## src/rtl/wb_stage.sv

```systemverilog
// RV32I writeback stage: MEM/WB register, rd write, forwarding,
// sticky halt latch and saturating retired-instruction counter.
module wb_stage #(
  parameter int          CNT_WIDTH = 32,
  parameter logic [31:0] RESET_PC  = 32'h0000_0000
) (
  input  logic                 clk,
  input  logic                 rst,
  input  logic                 valid_in_wb,
  input  logic                 flush_in_wb,
  input  logic                 halt_in_wb,
  input  logic [31:0]          PC_in_wb,
  input  logic [31:0]          Instr_in_wb,
  input  logic [31:0]          ALUOutput_in_wb,
  input  logic [31:0]          LoadExtended_in_wb,
  output logic                 RegWrEn_out_wb,
  output logic [4:0]           Rd_out_wb,
  output logic [31:0]          RegWData_out_wb,
  output logic                 fwd_valid_out_wb,
  output logic                 halt_out_wb,
  output logic [31:0]          PC_out_wb,
  output logic [CNT_WIDTH-1:0] retired_out_wb
);

  localparam logic [6:0] OPCODE_LOAD   = 7'b0000011;
  localparam logic [6:0] OPCODE_OP_IMM = 7'b0010011;
  localparam logic [6:0] OPCODE_AUIPC  = 7'b0010111;
  localparam logic [6:0] OPCODE_STORE  = 7'b0100011;
  localparam logic [6:0] OPCODE_OP     = 7'b0110011;
  localparam logic [6:0] OPCODE_LUI    = 7'b0110111;
  localparam logic [6:0] OPCODE_BRANCH = 7'b1100011;
  localparam logic [6:0] OPCODE_JALR   = 7'b1100111;
  localparam logic [6:0] OPCODE_JAL    = 7'b1101111;

  logic                 r_v;
  logic                 r_halt_q;
  logic                 r_halted;
  logic [31:0]          r_pc;
  logic [31:0]          r_instr;
  logic [31:0]          r_alu;
  logic [31:0]          r_ld;
  logic [CNT_WIDTH-1:0] r_retired;

  logic [6:0]  w_opc;
  logic        w_writes;
  logic        w_is_load;
  logic        w_is_link;
  logic        w_illegal;
  logic        w_halt_now;
  logic        w_halted_nxt;
  logic        w_v_nxt;
  logic        w_retire;
  logic [31:0] w_link;
  logic        w_unused;

  assign w_opc = r_instr[6:0];

  always_comb begin
    w_writes  = 1'b0;
    w_is_load = 1'b0;
    w_is_link = 1'b0;
    w_illegal = 1'b0;
    unique case (w_opc)
      OPCODE_LOAD: begin
        w_writes  = 1'b1;
        w_is_load = 1'b1;
      end
      OPCODE_OP_IMM,
      OPCODE_AUIPC,
      OPCODE_OP,
      OPCODE_LUI:  w_writes = 1'b1;
      OPCODE_JALR,
      OPCODE_JAL: begin
        w_writes  = 1'b1;
        w_is_link = 1'b1;
      end
      OPCODE_STORE,
      OPCODE_BRANCH: w_writes = 1'b0;
      default:       w_illegal = 1'b1;
    endcase
  end

  assign w_halt_now   = r_v & (r_halt_q | w_illegal);
  assign w_halted_nxt = r_halted | w_halt_now;
  // Gate on the next halted value too, so the instruction right
  // behind a halting one is already dropped.
  assign w_v_nxt  = valid_in_wb & ~flush_in_wb & ~w_halted_nxt;
  assign w_retire = r_v & ~w_halt_now;
  assign w_link   = r_pc + 32'd4;

  always_ff @(posedge clk) begin
    if (rst) begin
      r_v       <= 1'b0;
      r_halt_q  <= 1'b0;
      r_halted  <= 1'b0;
      r_pc      <= RESET_PC;
      r_instr   <= '0;
      r_alu     <= '0;
      r_ld      <= '0;
      r_retired <= '0;
    end else begin
      r_v      <= w_v_nxt;
      r_halt_q <= halt_in_wb;
      r_halted <= w_halted_nxt;
      r_pc     <= PC_in_wb;
      r_instr  <= Instr_in_wb;
      r_alu    <= ALUOutput_in_wb;
      r_ld     <= LoadExtended_in_wb;
      if (w_retire && (r_retired != {CNT_WIDTH{1'b1}}))
        r_retired <= r_retired + 1'b1;
    end
  end

  assign Rd_out_wb        = r_instr[11:7];
  assign RegWrEn_out_wb   = r_v & w_writes & (Rd_out_wb != 5'd0)
                          & ~w_halt_now;
  assign fwd_valid_out_wb = RegWrEn_out_wb;
  assign RegWData_out_wb  = w_is_load ? r_ld
                          : w_is_link ? w_link
                          : r_alu;
  assign halt_out_wb      = w_halted_nxt;
  assign PC_out_wb        = r_pc;
  assign retired_out_wb   = r_retired;

  assign w_unused = ^r_instr[31:12];

endmodule
```

## config.mk

```make
export PLATFORM = sky130hd
export DESIGN_NAME = wb_stage
export DESIGN_NICKNAME = d
export VERILOG_FILES = /design/src/rtl/wb_stage.sv
export SDC_FILE = /design/constraint.sdc
export NUM_CORES = 1
export LEC_CHECK = 0
export BUFFER_PORTS_ARGS = -buffer_cell sky130_fd_sc_hd__buf_2
export CAP_MARGIN = 20
export CELL_PAD_IN_SITES_DETAIL_PLACEMENT = 0
export CELL_PAD_IN_SITES_GLOBAL_PLACEMENT = 1
export CORE_MARGIN = 8
export CORE_UTILIZATION = 31
export DETAILED_ROUTE_END_ITERATION = 10
export GPL_TIMING_DRIVEN = 0
export PLACE_DENSITY = 0.84
export RECOVER_POWER = 50
export SLEW_MARGIN = 20
export SYNTH_ARGS = -nofsm -noshare
export SYNTH_HDL_FRONTEND = slang
export SYNTH_SLANG_ARGS = --single-unit
```

## constraint.sdc

```tcl
create_clock -name clk -period 2.1 [get_ports clk]
set_clock_uncertainty 0.2 [all_clocks]
set_input_delay 0 -clock clk [delete_from_list [all_inputs] [get_ports clk]]
set_output_delay 0 -clock clk [all_outputs]
set_load 0.01 [all_outputs]
```

==> impl_metrics.csv, run 1 <==
group,metric,value,unit
placement,io_buffers,216,
synthesis,synthTopCellsByArea,"dfxtp_1 49%, nor2b_1 12%, xnor2_1 5.6%, nor2_1 3.5%, nand3_1 2.9%",
worst_setup_path,critPathMaxFanout,6,
route,drtAntennaViolNets,0,
clock_network,insertion_delay,0.42,ns
synthesis,ys.flop_type,"dfxtp_1",
sta,layout_setup_ws,-0.329,ns
placement,hpwl,14800,um
layout,seq_area,2980,um2
synthesis,synth_nets,775,
clock_network,cts_tree,"built",
clock_network,cts_buffer_depth,2,
grt,grt_pass1_wl,35300,um
clock_network,root_buffer,"clkbuf_16",
synthesis,yosysTopAreaCellShare,49.2,%
placement,dp_worst_setup_slack,-0.658,ns
clock_network,htreeDepth,4,
synthesis,yosysWarnings,0,
layout,drive_gt1_share,44.7,%
sta,maxSlewHeadroom,52.4,%
floorplanning,initial_core_util,31.3,%
hold_path,hold_end,"retired_out_wb[27]$_SDFFE_PP0P_",
worst_setup_path,rrSetupSlack,-0.09,ns
layout,multi_input_area,3470,um2
worst_setup_path,end_kind,"output pin",
synthesis,synth_edf_count,0,
layout,fin_nets,1187,
synthesis,ys_seq_elements,143,
floorplanning,row_count,50,
sta,fin_setup_tns,-4.68,ns
floorplanning,core,18600,um2
worst_setup_path,r2r_start,"retired_out_wb[24]$_SDFFE_PP0P_",
synthesis,yosysTopAreaCell,"dfxtp_1",
pwr,irDropWorstVdd,0.527,mV
clock_network,cts_buffers,17,
floorplanning,fp.dieH,153,um
route,drc,0,
clock_network,clkTransAtPathRegs,0.06,ns
layout,area_delta_synth_final,80.6,%
route,first_iter_violations,225,
worst_setup_path,critPathArrivalTime,2.23,ns
grt,grt_max_degree,17,
pwr,power,6620,uW
hold_path,min_path_cells,4,
hold_path,min-delay-start,"rst",
route,vias_per_cell,4.78,
sta,worst_slew_pin_slew,0.714,ns
grt,gr-total-overflow,0,
synthesis,yosysSeqAreaShare,49.2,%
layout,postLayoutCoreUtil,56.6,%
sta,period_needed,2.43,ns
route,drt_wl_total,23600,um
pwr,p_leak,0.00450,uW
status,status,"complete, but fails checks",
floorplanning,die_area,23400,um2
clock_network,clock_sink_count,143,
sta,drv_slew,0,
worst_setup_path,r2r_end,"retired_out_wb[25]$_SDFFE_PP0P_",
sta,period_share,116,%
floorplanning,die_x,153,um
status,violations,"setup timing",
layout,fin_area,10500,um2
layout,layout_commonest_cell,"buf_2",
synthesis,ys_types,47,
synthesis,avgSynthCellArea,9.10,um2
grt,antenna_found_initial,2,
route,dr.pass1.iters,4,
worst_setup_path,cp_data_required_time,1.90,ns
worst_setup_path,crit_type,"register to output pin",
synthesis,synth_area,5820,um2
placement,place_congestion,0.827,
layout,layout_common_cells,"209 x buf_2, 113 x nor2b_1, 112 x dlygate4sd3_1",
worst_setup_path,start_kind,"register",
job,drv_cap,0,
floorplanning,ioPinCount,237,
sta,max_freq,412,MHz
sta,finalSetupViolCount,30,
route,vias,6222,
route,wl_per_cell,18.1,um
grt,grt_usage,19.1,%
grt,first_global_vias,6475,
synthesis,async_flop_share,0,%
placement,dpl_cell_area,7280,um2
sta,grt_setup_unrepaired,"true",
sta,finalHoldViolCount,0,
synthesis,synth_cells,640,
worst_setup_path,ff2ff_path_depth,7,
hold_path,hold_path.class,"input port to register",
layout,fill_cells,1571,
pwr,p_per_area,629,nW/um2
==> critical path, cell delays in order, from the launching register on <==
cell     delay (ns)
dfxtp_1        0.44
nand2_2        0.16
nor4_4         0.30
buf_6          0.17
and2_4         0.15
nand4_1        0.11
xor2_1         0.19
o21ai_1        0.12
buf_2          0.16
==> sequential cells by signal, indices dropped and copies added (netlist names) <==
signal          cells
PC_out_wb          32
r_alu              32
r_ld               32
retired_out_wb     32
r_instr            12
r_halt_q            1
r_halted            1
r_v                 1
==> routing by layer <==
| metal | track usage [%] | up-vias | wire [um] | share of wire [%] |
|---|---|---|---|---|
| li1 | - | 2996 | - | - |
| met1 | 22.1 | 2952 | 9780 | 42 |
| met2 | 32.5 | 221 | 11800 | 50 |
| met3 | 4.68 | 53 | 1260 | 5.4 |
| met4 | 9.24 | 0 | 759 | 3.2 |
| met5 | 0 | - | 0 | 0 |
==> final cells by class <==
cell class | count | share of cell area (%)
clock buffer | 22 | 4.61
tap | 234 | 2.78
inverter | 5 | 0.202
clock inverter | 10 | 0.988
timing repair buffer | 395 | 27.3
sequential | 143 | 28.3
multi-input combinational | 455 | 33.0
antenna | 2 | 0.0476
buffer | 35 | 2.80
==> through the flow <==
stage	hold WS (ns)	instances
6_report	0.0773	1301
5_1_grt	0.0770	1301
4_1_cts	0.0549	1278
3_5_place_dp	-0.0240	1090
3_3_place_gp	-0.0173	1090
2_1_floorplan	-0.123	640
==> report_power, final <==
| group | total [uW] | switching (uW) | internal, uW |
|---|---|---|---|
| logic | 723 | 310 | 414 |
| registers | 2880 | 79.5 | 2800 |
| clock network | 3010 | 1240 | 1770 |
==> logic make-up after synthesis <==
logic type	after synthesis	synth area share, %
simple gates	323	30.7
flops	143	49.2
compound gates	68	6.90
xor+xnor	49	7.37
buf+inv	42	3.14
mux	13	2.32
fa+ha+maj	2	0.430
==> synth_stat cells (2+ instances only) <==
cell type and n:
nand2b_1 2, a22oi_1 14, and4_1 3, nor3b_1 2, xor2_1 12, o31ai_1 3
nor4_1 13, nor2b_1 114, or3_1 2, buf_4 6, nand3_1 34, buf_1 2
nand4_2 2, dfxtp_1 143, clkbuf_1 27, mux2i_1 9, xnor2_1 37, o21ai_0 30
or4_1 2, nand2_1 43, nor3_1 14, mux2_2 3, and3_1 7, nand4_1 15
buf_2 2, ha_1 2, inv_1 5, and2_1 2, a21o_1 2, nor2_1 55
a21oi_1 15, nor4b_1 3
==> timing repair <==
action | in CTS | in global routing
gates cloned | 3 | 2
pin swaps | 49 | 48
resized for setup | 187 | 93
hold endpoints to repair | 111 | 0
setup endpoints to repair | 59 | 65
setup buffers | 43 | 23
hold buffers | 112 | 0
==> how the worst max path moves through the flow <==
stage,startpoint,endpoint,slack (ns),depth (start not counted)
global placement,r_instr[1]$_SDFF_PP0_,RegWData_out_wb[10],-0.62,7
floorplan,retired_out_wb[2]$_SDFFE_PP0P_,retired_out_wb[19]$_SDFFE_PP0P_,-0.03,6
finish,PC_out_wb[14]$_SDFF_PP0_,RegWData_out_wb[31],-0.33,8
CTS,PC_out_wb[12]$_SDFF_PP0_,RegWData_out_wb[31],-0.28,8
global route,PC_out_wb[12]$_SDFF_PP0_,RegWData_out_wb[31],-0.48,8
detailed placement,r_instr[1]$_SDFF_PP0_,RegWData_out_wb[10],-0.66,7
Note: power is estimated with default switching activity, not from simulation.
==> inputs of run 2 (changes only) <==
--- a/config.mk
+++ b/config.mk
@@ -9,6 +9,7 @@
 export CAP_MARGIN = 20
 export CELL_PAD_IN_SITES_DETAIL_PLACEMENT = 0
 export CELL_PAD_IN_SITES_GLOBAL_PLACEMENT = 1
+export CORE_ASPECT_RATIO = 0.75
 export CORE_MARGIN = 8
 export CORE_UTILIZATION = 31
 export DETAILED_ROUTE_END_ITERATION = 10
==> impl_metrics.csv, run 2 (synthesized netlist as in run 1, its figures left out) <==
group,metric,value,unit
status,status,"complete, but fails checks",
sta,layout_setup_ws,-0.384,ns
worst_setup_path,critPathArrivalTime,2.28,ns
grt,grt_pass1_wl,33400,um
clock_network,insertion_delay,0.42,ns
hold_path,hold_path.class,"input port to register",
grt,gr-total-overflow,0,
clock_network,cts_buffer_depth,2,
clock_network,htreeDepth,4,
grt,first_global_vias,6019,
clock_network,clock_sink_count,143,
grt,grt_usage,18.2,%
pwr,power,6860,uW
route,drtAntennaViolNets,0,
placement,dpl_cell_area,7300,um2
floorplanning,fp.dieH,135,um
sta,grt_setup_unrepaired,"true",
route,vias,6150,
route,dr.pass1.iters,5,
sta,maxSlewHeadroom,56.5,%
pwr,irDropWorstVdd,0.406,mV
layout,drive_gt1_share,45.2,%
job,drv_cap,0,
layout,stdcell_count,1311,
sta,period_needed,2.48,ns
floorplanning,die_x,174,um
pwr,p_per_area,649,nW/um2
layout,multi_input_area,3510,um2
clock_network,cts_tree,"built",
sta,drv_slew,0,
placement,place_congestion,0.840,
clock_network,root_buffer,"clkbuf_16",
worst_setup_path,cp_data_required_time,1.90,ns
placement,hpwl,15400,um
placement,io_buffers,216,
worst_setup_path,critPathMaxFanout,3,
sta,finalSetupViolCount,34,
pwr,p_leak,0.00456,uW
worst_setup_path,start_kind,"register",
floorplanning,initial_core_util,31.6,%
sta,max_freq,403,MHz
worst_setup_path,crit_type,"register to output pin",
grt,antenna_found_initial,1,
grt,grt_max_degree,17,
route,first_iter_violations,257,
clock_network,cts_buffers,17,
status,violations,"setup timing",
layout,fin_nets,1185,
route,drc,0,
floorplanning,die_area,23500,um2
route,vias_per_cell,4.69,
placement,placed_cells,1103,
floorplanning,ioPinCount,237,
clock_network,clkTransAtPathRegs,0.06,ns
layout,layout_common_cells,"213 x buf_2, 113 x nor2b_1, 112 x dlygate4sd3_1",
floorplanning,row_count,43,
layout,area_delta_synth_final,81.7,%
floorplanning,core,18500,um2
layout,fill_cells,1525,
sta,worst_slew_pin_slew,0.653,ns
layout,layout_commonest_cell,"buf_2",
layout,fin_area,10600,um2
route,drt_wl_total,23100,um
worst_setup_path,end_kind,"output pin",
layout,seq_area,3000,um2
sta,period_share,118,%
route,wl_per_cell,17.6,um
sta,finalHoldViolCount,0,
==> run 2: changes by cell type in the layout (fill, tap and decap cells not counted), sizes merged <==
cell and change:
clkinvlp -3, bufinv +3, diode -1, buf +4
inv +1, clkinv +4, clkbuf -11
==> run 2: cell type report <==
class / instances / share of cell area, %
multi-input combinational: 455 / 33.2
sequential: 143 / 28.3
timing repair buffer: 393 / 26.8
clock buffer: 17 / 4.02
tap: 247 / 2.92
buffer: 35 / 2.64
clock inverter: 15 / 1.98
inverter: 5 / 0.177
antenna: 1 / 0.0237
==> run 2: worst paths after layout <==
kind / start / end / slack [ns] / cells after the start
max: PC_out_wb[10]$_SDFF_PP0_ / RegWData_out_wb[19] / -0.38 / 9
min: flush_in_wb / r_v$_SDFF_PP0_ / 0.06 / 3
max reg2reg: r_instr[6]$_SDFF_PP0_ / retired_out_wb[27]$_SDFFE_PP0P_ / -0.01 / 10
min reg2reg: r_halted$_SDFF_PP0_ / r_halted$_SDFF_PP0_ / 0.25 / 2
==> run 2: where the power goes <==
part | total (uW) | internal [uW] | switching, uW
combinational | 718 | 413 | 306
clock | 3270 | 2010 | 1260
sequential | 2880 | 2800 | 79.5
total | 6860 | 5220 | 1650
==> run 2: worst max-delay path: stages (launching register included) <==
cell     delay (ns)
dfxtp_4        0.34
nand4_1        0.11
buf_6          0.15
nor4_4         0.34
buf_4          0.19
nand4_1        0.16
xnor2_2        0.20
mux2i_1        0.10
o21ai_1        0.12
buf_2          0.15
==> run 2: metal layers <==
layer	vias to the layer above	global-route usage (%)	part of all wire, %
met5	-	0	0
met4	0	6.35	2.8
met3	44	4.99	6.2
met2	216	28.7	46
met1	2893	23.5	45
li1	2997	-	-
==> run 2: metrics by stage <==
stage | util [%] | setup slack (ns) | TNS (ns) | hold WS, ns
final | 57.3 | -0.384 | -5.98 | 0.0634
after global placement | 39.6 | -0.739 | -20.52 | -0.0306
after floorplan | - | -0.0275 | -0.0379 | -0.123
after CTS | 53.7 | -0.394 | -6.10 | 0.0585
after detailed placement | 39.6 | -0.779 | -21.84 | -0.0312
after global routing | 57.3 | -0.564 | -10.65 | 0.0705
==> run 2: repair_timing <==
action / in CTS / in global routing
hold buffers: 112 / 0
pin swaps: 39 / 55
resized for setup: 165 / 119
endpoints found under the setup margin: 64 / 66
endpoints found under the hold margin: 111 / 0
gates cloned: 2 / 1
setup buffers: 39 / 24
==> inputs of run 3 (changes only) <==
--- a/config.mk
+++ b/config.mk
@@ -5,6 +5,7 @@
 export SDC_FILE = /design/constraint.sdc
 export NUM_CORES = 1
 export LEC_CHECK = 0
+export ABC_AREA = 1
 export BUFFER_PORTS_ARGS = -buffer_cell sky130_fd_sc_hd__buf_2
 export CAP_MARGIN = 20
 export CELL_PAD_IN_SITES_DETAIL_PLACEMENT = 0
@@ -14,7 +15,7 @@
 export CORE_UTILIZATION = 31
 export DETAILED_ROUTE_END_ITERATION = 10
 export GPL_TIMING_DRIVEN = 0
-export PLACE_DENSITY = 0.84
+export PLACE_DENSITY = 0.82
 export RECOVER_POWER = 50
 export SLEW_MARGIN = 20
 export SYNTH_ARGS = -nofsm -noshare
==> impl_metrics.csv, run 3 <==
group,metric,value,unit
layout,drive_gt1_share,32.0,%
grt,grt_usage,19.9,%
synthesis,async_flop_share,0,%
layout,area_delta_synth_final,66.6,%
layout,layout_common_cells,"231 x nor2_1, 218 x nand2_1, 191 x inv_1, 191 x buf_2, 115 x dfxtp_1",
clock_network,cts_buffers,17,
placement,place_congestion,0.904,
route,drc,0,
floorplanning,initial_core_util,31.5,%
route,drt_wl_total,29000,um
grt,grt_pass1_wl,43800,um
worst_setup_path,critPathArrivalTime,2.06,ns
worst_setup_path,r2r_start,"retired_out_wb[1]$_SDFFE_PP0P_",
worst_setup_path,critPathMaxFanout,4,
synthesis,synth_nets,1233,
floorplanning,row_count,47,
layout,layout_commonest_cell,"nor2_1",
grt,antenna_found_initial,2,
pwr,power,6830,uW
sta,finalSetupViolCount,32,
floorplanning,die_area,27500,um2
worst_setup_path,crit_end,"RegWData_out_wb[31]",
route,drtAntennaViolNets,0,
status,violations,"setup timing",
placement,hpwl,20100,um
sta,finalHoldViolCount,0,
worst_setup_path,slowest_delay,0.42,ns
route,first_iter_violations,552,
sta,period_needed,2.26,ns
worst_setup_path,rrSetupSlack,0.08,ns
synthesis,yosysWarnings,0,
clock_network,cts_tree,"built",
status,status,"complete, but fails checks",
route,vias,8175,
route,dr.pass1.iters,5,
hold_path,hold_path.class,"input port to register",
pwr,p_switching,1970,uW
layout,fin_nets,1636,
synthesis,yosysSeqAreaShare,41.2,%
clock_network,insertion_delay,0.44,ns
synthesis,synth_cells,1098,
placement,dp_worst_setup_slack,-0.344,ns
floorplanning,ioPinCount,237,
clock_network,cts_buffer_depth,2,
pwr,switching_share,28.8,%
sta,maxSlewHeadroom,49.3,%
synthesis,ys.flop_type,"dfxtp_1",
synthesis,synth.most_common_cell,"nand2_1",
worst_setup_path,crit_type,"register to output pin",
hold_path,min_path_cells,4,
sta,layout_setup_ws,-0.163,ns
pwr,combPwrFrac,11.8,%
sta,max_freq,442,MHz
synthesis,synth_area,6940,um2
synthesis,yosysTopAreaCell,"dfxtp_1",
worst_setup_path,startpoint,"PC_out_wb[16]$_SDFF_PP0_",
synthesis,ys_seq_elements,143,
synthesis,yosysTopAreaCellShare,41.2,%
worst_setup_path,cpMostUsedCell,"nand2_1",
floorplanning,core,22100,um2
sta,fin_setup_tns,-2.51,ns
sta,grt_setup_unrepaired,"true",
worst_setup_path,r2r_end,"retired_out_wb[18]$_SDFFE_PP0P_",
clock_network,root_buffer,"clkbuf_16",
synthesis,synthTopCellsByArea,"dfxtp_1 41%, nand2_1 14%, nor2_1 14%, inv_1 11%, xor2_1 3.0%",
synthesis,avgSynthCellArea,6.32,um2
pwr,p_clk_share,45.6,%
synthesis,synth_edf_count,0,
placement,dpl_cell_area,8390,um2
pwr,power_frac_seq,42.5,%
worst_setup_path,crit_slowest_cell,"dfxtp_1",
floorplanning,die_x,189,um
clock_network,clock_sink_count,143,
grt,grt_max_degree,19,
job,drv_cap,0,
worst_setup_path,crit_buf_inv,1,
worst_setup_path,end_kind,"output pin",
pwr,irDropWorstVdd,0.478,mV
sta,worst_slew_pin_slew,0.761,ns
pwr,p_leak,0.00579,uW
worst_setup_path,cp.depth,10,
floorplanning,fp.dieH,146,um
worst_setup_path,ff2ff_path_depth,12,
synthesis,ys_types,36,
sta,drv_slew,0,
synthesis,synth_common_cells,"263 x nand2_1, 261 x nor2_1, 202 x inv_1, 143 x dfxtp_1, 41 x nand3_1",
clock_network,htreeDepth,4,
route,vias_per_cell,4.52,
grt,gr-total-overflow,0,
worst_setup_path,cp_top_family,"simple AND/OR/NAND/NOR gates",
placement,io_buffers,215,
worst_setup_path,path_cells,"nand2_2, nor2_1, nand2_1, nor2_2, nand2_2, or2_0, nand3_1, nand2_1, nand2_1, buf_6",
worst_setup_path,cp_data_required_time,1.90,ns
worst_setup_path,start_kind,"register",
pwr,intPower,4860,uW
grt,first_global_vias,8055,
clock_network,clkTransAtPathRegs,0.08,ns
sta,period_share,108,%
pwr,p_per_area,590,nW/um2
layout,fin_area,11600,um2
route,wl_per_cell,16.0,um
-- run 3: changes by cell type after synthesis, moves of 9 or more --
cell | before | now
nor2_1 | 55 | 261
xor2_1 | 12 | 24
nand2_1 | 43 | 263
xnor2_1 | 37 | 3
nor2b_1 | 114 | 0
nor4_1 | 13 | 0
mux2i_1 | 9 | 0
inv_1 | 5 | 202
a22oi_1 | 14 | 0
-- run 3: cell families after synthesis --
group / Yosys count / synth area share (%)
buf+inv: 246 / 14.3
flops: 143 / 41.2
fa+ha+maj: 2 / 0.360
simple gates: 614 / 35.8
compound gates: 66 / 4.97
xor+xnor: 27 / 3.41
-- run 3: worst min-delay path by stage --
stage                              startpoint                       to  slack (ns)
final                      ALUOutput_in_wb[1]      r_alu[1]$_SDFF_PP0_        0.09
after global routing      ALUOutput_in_wb[24]     r_alu[24]$_SDFF_PP0_        0.11
after CTS                  ALUOutput_in_wb[1]      r_alu[1]$_SDFF_PP0_        0.07
after detailed placement      Instr_in_wb[11]   r_instr[11]$_SDFF_PP0_       0.005
after global placement         Instr_in_wb[9]    r_instr[9]$_SDFF_PP0_      -0.002
after floorplan                   PC_in_wb[0]  PC_out_wb[0]$_SDFF_PP0_       -0.09
-- run 3: cell type report --
class | instances | area [um2]
Timing Repair Buffer | 385 | 2780
Sequential cell | 143 | 2950
Clock inverter | 15 | 189
Antenna cell | 2 | 5.00
Clock buffer | 17 | 425
Tap cell | 294 | 368
Buffer | 37 | 319
Inverter | 207 | 801
Multi-Input combinational cell | 709 | 3720
Fill cell | 2107 | 10500
Timing Repair inverter | 1 | 5.00
-- run 3: worst reg2reg max path, stage by stage, from the launching register on --
cell	delay [ns]
dfxtp_1	0.43
ha_4	0.17
nand2_2	0.08
nor2_4	0.14
nand2_4	0.10
nor2_4	0.14
nand2_2	0.10
nand4_4	0.10
buf_8	0.15
buf_8	0.15
nand2_1	0.06
nand2_1	0.07
nor2_2	0.04
-- run 3: power by group through the flow --
stage                     logic (uW)  registers, uW  clock network, uW
after floorplan                  244           2950                  0
after global placement           509           2960                  0
after detailed placement         513           2960                  0
after CTS                        742           2900               3190
after global routing             883           2920               3290
final                            808           2910               3120
-- run 3: through the flow --
stage | hold WS (ns) | instances | util (%)
floorplan | -0.0930 | 1098 | -
global placement | -0.00207 | 1607 | 38.0
detailed placement | 0.00486 | 1607 | 38.0
CTS | 0.0723 | 1782 | 49.5
global route | 0.106 | 1810 | 52.5
finish | 0.0887 | 1810 | 52.5
-- run 3: per-layer routing --
layer / track usage (%) / vias up / wire length (um)
met3: 4.69 / 38 / 2240
met2: 31.4 / 305 / 12800
met5: 0 / - / 0
met1: 26.4 / 3759 / 13400
li1: - / 4073 / -
met4: 6.59 / 0 / 566
-- run 3: what timing repair did --
action | 4_1_cts | 5_1_grt
hold buffers | 111 | 0
cloned | 1 | 5
hold endpoints to repair | 110 | 0
buffers inserted | 31 | 23
gates resized for setup | 191 | 131
pin swaps | 39 | 56
setup endpoints to repair | 59 | 66
